--- config.mk ---
export PLATFORM = sky130hd
export DESIGN_NAME = shiftregister_seq
export DESIGN_NICKNAME = d
export VERILOG_FILES = /design/src/rtl/shiftregister_seq.sv
export SDC_FILE = /design/constraint.sdc
export NUM_CORES = 1
export LEC_CHECK = 0
export CAP_MARGIN = 20
export CORE_ASPECT_RATIO = 1.75
export CORE_MARGIN = 2
export CORE_UTILIZATION = 50
export CTS_CLUSTER_SIZE = 20
export DETAILED_ROUTE_END_ITERATION = 6
export GPL_TIMING_DRIVEN = 0
export PLACE_DENSITY = 0.79
export SYNTH_ARGS = -nofsm -noshare
export SYNTH_HDL_FRONTEND = slang
export SYNTH_SLANG_ARGS = --single-unit
--- constraint.sdc ---
create_clock -name clk_i -period 2.1 [get_ports clk_i]
set_clock_uncertainty 0.1 [all_clocks]
set_input_delay 0.42 -clock clk_i [delete_from_list [all_inputs] [get_ports clk_i]]
set_output_delay 0.42 -clock clk_i [all_outputs]
set_load 0.005 [all_outputs]
--- src/rtl/shiftregister_seq.sv ---
// shiftregister_seq: parametrised sequential shift register with a valid/ready
// command port. Multi-bit shifts run one bit per cycle. A one-cycle done pulse
// marks completion and a serial output carries the last bit shifted out.
module shiftregister_seq #(
    parameter int unsigned DATASIZE   = 8,
    parameter int unsigned AMOUNTSIZE = 4
) (
    input  logic                  clk_i,
    input  logic                  rst_i,
    input  logic                  cmd_valid_i,
    output logic                  cmd_ready_o,
    input  logic [2:0]            mode_i,
    input  logic [AMOUNTSIZE-1:0] amount_i,
    input  logic [DATASIZE-1:0]   load_value_i,
    input  logic                  ser_in_msb_i,
    input  logic                  ser_in_lsb_i,
    output logic [DATASIZE-1:0]   value_o,
    output logic                  ser_out_o,
    output logic                  done_o
);

    localparam logic [2:0] ModeHold  = 3'b000;
    localparam logic [2:0] ModeShl   = 3'b001;
    localparam logic [2:0] ModeShr   = 3'b010;
    localparam logic [2:0] ModeLoad  = 3'b011;
    localparam logic [2:0] ModeRol   = 3'b100;
    localparam logic [2:0] ModeRor   = 3'b101;
    localparam logic [2:0] ModeAsr   = 3'b110;
    localparam logic [2:0] ModeClear = 3'b111;

    localparam logic [AMOUNTSIZE-1:0] AmountOne = AMOUNTSIZE'(1);

    typedef enum logic [0:0] {
        StIdle  = 1'b0,
        StShift = 1'b1
    } state_e;

    state_e                r_state;
    state_e                w_state_next;
    logic [DATASIZE-1:0]   r_value;
    logic [DATASIZE-1:0]   w_value_next;
    logic                  r_ser_out;
    logic                  w_ser_out_next;
    logic                  r_done;
    logic                  w_done_next;
    logic [AMOUNTSIZE-1:0] r_count;
    logic [AMOUNTSIZE-1:0] w_count_next;
    logic [2:0]            r_mode;
    logic [2:0]            w_mode_next;

    logic                  w_idle;
    logic                  w_accept;
    logic                  w_is_shift;
    logic [2:0]            w_step_mode;
    logic [DATASIZE-1:0]   w_step_value;
    logic                  w_step_out;

    assign w_idle   = (r_state == StIdle);
    assign w_accept = cmd_valid_i && w_idle;

    // In IDLE the step uses the incoming mode; in SHIFT it uses the latched one.
    assign w_step_mode = w_idle ? mode_i : r_mode;

    // Classify the incoming mode as a stepping (shift/rotate) operation.
    always_comb begin
        w_is_shift = 1'b0;
        unique case (mode_i)
            ModeShl, ModeShr, ModeRol, ModeRor, ModeAsr: w_is_shift = 1'b1;
            default:                                     w_is_shift = 1'b0;
        endcase
    end

    // One-bit step of the current register value and the bit it pushes out.
    always_comb begin
        w_step_value = r_value;
        w_step_out   = r_ser_out;
        unique case (w_step_mode)
            ModeShl: begin
                w_step_value = {r_value[DATASIZE-2:0], ser_in_lsb_i};
                w_step_out   = r_value[DATASIZE-1];
            end
            ModeShr: begin
                w_step_value = {ser_in_msb_i, r_value[DATASIZE-1:1]};
                w_step_out   = r_value[0];
            end
            ModeRol: begin
                w_step_value = {r_value[DATASIZE-2:0], r_value[DATASIZE-1]};
                w_step_out   = r_value[DATASIZE-1];
            end
            ModeRor: begin
                w_step_value = {r_value[0], r_value[DATASIZE-1:1]};
                w_step_out   = r_value[0];
            end
            ModeAsr: begin
                w_step_value = {r_value[DATASIZE-1], r_value[DATASIZE-1:1]};
                w_step_out   = r_value[0];
            end
            default: begin
                w_step_value = r_value;
                w_step_out   = r_ser_out;
            end
        endcase
    end

    // State register.
    always_ff @(posedge clk_i) begin
        if (rst_i) begin
            r_state <= StIdle;
        end else begin
            r_state <= w_state_next;
        end
    end

    // Next-state logic: only shifts of two or more steps leave IDLE.
    always_comb begin
        w_state_next = r_state;
        unique case (r_state)
            StIdle: begin
                if (w_accept && w_is_shift && (amount_i > AmountOne)) begin
                    w_state_next = StShift;
                end
            end
            StShift: begin
                if (r_count == AmountOne) begin
                    w_state_next = StIdle;
                end
            end
            default: w_state_next = StIdle;
        endcase
    end

    // Output decode: ready is purely a function of state.
    always_comb begin
        cmd_ready_o = 1'b0;
        unique case (r_state)
            StIdle:  cmd_ready_o = 1'b1;
            StShift: cmd_ready_o = 1'b0;
            default: cmd_ready_o = 1'b0;
        endcase
    end

    // Datapath next values. The counter holds the steps still to come after
    // the current edge, so it reaches 1 on the edge before the final step.
    always_comb begin
        w_value_next   = r_value;
        w_ser_out_next = r_ser_out;
        w_count_next   = r_count;
        w_mode_next    = r_mode;
        w_done_next    = 1'b0;
        if (w_idle) begin
            if (w_accept) begin
                w_mode_next = mode_i;
                if (w_is_shift) begin
                    if (amount_i != '0) begin
                        w_value_next   = w_step_value;
                        w_ser_out_next = w_step_out;
                        w_count_next   = amount_i - AmountOne;
                        w_done_next    = (amount_i == AmountOne);
                    end else begin
                        // Zero-step shift: value and serial output both hold.
                        w_done_next = 1'b1;
                    end
                end else begin
                    unique case (mode_i)
                        ModeLoad:  w_value_next = load_value_i;
                        ModeClear: w_value_next = '0;
                        ModeHold:  w_value_next = r_value;
                        default:   w_value_next = r_value;
                    endcase
                    w_done_next = 1'b1;
                end
            end
        end else begin
            w_value_next   = w_step_value;
            w_ser_out_next = w_step_out;
            w_count_next   = r_count - AmountOne;
            w_done_next    = (r_count == AmountOne);
        end
    end

    // Datapath registers; reset aborts any command in flight without a done.
    always_ff @(posedge clk_i) begin
        if (rst_i) begin
            r_value   <= '0;
            r_ser_out <= 1'b0;
            r_done    <= 1'b0;
            r_count   <= '0;
            r_mode    <= ModeHold;
        end else begin
            r_value   <= w_value_next;
            r_ser_out <= w_ser_out_next;
            r_done    <= w_done_next;
            r_count   <= w_count_next;
            r_mode    <= w_mode_next;
        end
    end

    assign value_o   = r_value;
    assign ser_out_o = r_ser_out;
    assign done_o    = r_done;

`ifndef SYNTHESIS
    // Completion always lands back in IDLE, ready for the next command.
    a_done_ready : assert property (@(posedge clk_i) disable iff (rst_i)
        done_o |-> cmd_ready_o);
    // The step counter is only live while shifting.
    a_idle_count : assert property (@(posedge clk_i) disable iff (rst_i)
        (r_state == StIdle) |-> (r_count == '0));
    // A shift in progress always has at least one step left.
    a_shift_count : assert property (@(posedge clk_i) disable iff (rst_i)
        (r_state == StShift) |-> (r_count != '0));
`endif

endmodule

==> impl_metrics.toml <==
[synthesis]
synth-main-ff-cell = "dfxtp_1"
synth_top_family_by_area = "compound AO/OA/AOI/OAI gates"
synth_area_leader_cell = "dfxtp_1"
synth_xor_area_frac = 0.0236
synth_cell_type_count = 40
ys_top_cells_by_count = "18 x dfxtp_1, 15 x a21oi_1, 14 x nor2_1, 10 x o21ai_0"
yosys.area.top_type_share = 0.252
syn_inst = 175
synth_area_leaders = "dfxtp_1 25%, a21oi_1 5.2%, ha_1 4.4%"
yosys_warnings = 0
synth_fa_ha_area_frac = 0.0437
synth_compound_area_frac = 0.362
yosysSeqAreaShare = 0.252
synthMuxAreaShare = 0.0857
avgSynthCellArea_sq_um = 8.18
synthSimpleGateAreaFrac = 0.191
synth_seq_cells = 18
synth.most_common_cell = "dfxtp_1"
syn_nets = 200
synth_enable_flop_cells = 0
syn_area_sq_um = 1430
async_flop_share = 0

[drt]
via_per_inst = 6.41
drt-wirelength-per-cell_um = 17.0
wirelength_um = 4180
drt_first_pass_iters = 4
drt_drc_violations_left = 0
via_count = 1577
drtAntennaViolNets = 0
drtIter0Drc = 39

[floorplanning]
die_h_um = 74.8
die_x_um = 44.4
dieArea_sq_um = 3320
core-area_sq_um = 2720
start_util = 0.526
rows = 25
ios = 31

[setup_path]
worstPathMaxFanout = 5
required_ns = 2.13
crit_arrival_ns = 2.03
critPathSlowestCell = "or3b_4"
critical_path.max_stage_delay_ns = 0.39
path_buf_inv = 4
crit_family = "buffers and inverters"
crit_path_end_kind = "flop"
start_kind = "input port"
crit_type = "input port to flop"
path_cells = "dlygate4sd2_1, inv_2, ha_2, or3b_4, a41oi_4, buf_6, buf_6, nand2b_1, a21oi_1"
crit_top_cell = "buf_6"

[clocking]
clkTransAtPathRegs_ns = 0.07
cts_root_buf = "clkbuf_8"
cts_tree = "built"
clock_path_buffers = 2
cts_buffers = 3
clock_latency_ns = 0.26
cts_max_level = 1
cts.sinks = 18

[timing]
fmax_ghz = 0.500
hold_violations = 0
maxSlewViolCount = 0
rsz0062_at_grt = "false"
setup_viol = 0
period_minus_slack_ns = 2.00
slew_headroom = 0.687
period_share = 0.952
worst_slew_pin_slew_ns = 0.465

[placed_design]
post-dp-hpwl_um = 3000
io_buffers = 30
place_congestion = 0.833
placed_area_sq_um = 1770

[cells_and_area]
syn_to_final_growth_pct = 39.7
n_antenna_cell = 0
nets = 245
drive_above_1_share = 0.187
design_area_sq_um = 2000
fin_util = 0.735

[hold_path]
hold_class = "flop to flop"

[power]
leakage_nw = 0.763
power_mw = 1.20
power_density_nw_per_um2 = 598
ir_worst_vdd_uv = 534

[outcome]
outcome = "complete, no violations"

[grt]
grt_antenna_before_repair = 0
grt_max_degree = 11
grt_usage = 0.273
grt_pass1_vias = 1559
grt_pass1_wl_um = 6780
grt_overflow = 0

[job]
max-cap-violations = 0
kinds of logic after synthesis:
logic type / count (synthesis)
AO/OA/AOI/OAI: 73
AND/OR/NAND/NOR: 53
buffers and inverters: 14
adder cells (fa/ha/maj): 5
flip-flops: 18
multiplexers: 9
XOR/XNOR: 3
flip-flops by register name (all words and copies together), names as in the netlist:
register and cells:
done_o 1, r_state 1, ser_out_o 1, r_count 4
value_o 8, r_mode 3
where the power goes:
group / internal (mW) / switching [mW]
combinational: 0.251 / 0.236
sequential: 0.377 / 0.0420
clock: 0.167 / 0.123
total: 0.795 / 0.401
cell type report:
type                            instances  area, sq um
Multi-Input combinational cell        143         1070
Clock buffer                            4         55.1
Fill cell                             223          722
Buffer                                  9         70.1
Timing Repair Buffer                   40          390
Inverter                                5         18.8
Tap cell                               27         33.8
Sequential cell                        18          360
cells in the final DEF, fill, tap and decap left out, types with 4 or more instances in the layout:
cell,synthesis,routed
a21o_1,5,5
a21oi_1,15,15
a221oi_1,5,4
a22o_1,7,7
buf_4,0,6
buf_6,1,6
clkbuf_1,8,4
clkbuf_8,0,6
clkdlybuf4s50_1,0,24
dfxtp_1,18,18
dlygate4sd2_1,0,4
ha_1,5,4
nand2_1,9,9
nor2_1,14,13
nor2b_1,9,9
o21ai_0,10,9
o22a_1,5,5
o31ai_1,6,6
final timing paths:
kind	to	startpoint	cells after the start	slack, ns
worst min register to register	r_count[3]	r_count[3]	2	0.40
worst max register to register	value_o[3]	r_state	6	0.13
worst min-delay path	r_count[3]	r_count[3]	2	0.40
worst max-delay path	r_count[2]	amount_i[0]	9	0.10
worst register-to-register path: cells and delay by family, from the launching register on:
family          cells  cell delay, ns
flops               1            0.33
buf+inv             1            0.16
compound gates      2            0.44
simple gates        1            0.13
mux                 2            0.68
layer usage:
| metal | vias to the layer above | GRT usage | wire length [um] |
|---|---|---|---|
| li1 | 756 | - | - |
| met1 | 738 | 0.280 | 1520 |
| met2 | 65 | 0.503 | 2280 |
| met3 | 18 | 0.0384 | 215 |
| met4 | 0 | 0.168 | 166 |
| met5 | - | 0 | 0 |
through the flow:
stage	setup TNS, ns	std cells	hold slack, ns	setup WS [ns]
finish	0	246	0.397	0.101
global route	0	246	0.419	0.00911
CTS	0	241	0.400	0.00776
detailed placement	-8.36	232	0.387	-0.675
global placement	-7.64	232	0.388	-0.658
floorplan	0	175	0.362	0.119
timing repair:
item                                    CTS  global route
endpoints found under the setup margin   15            13
hold buffers                              0             0
pin swaps                                 2             1
gates cloned                              0             0
buffers inserted                          5             5
gates resized for setup                  25            10
(Power assumes the default switching activity.)
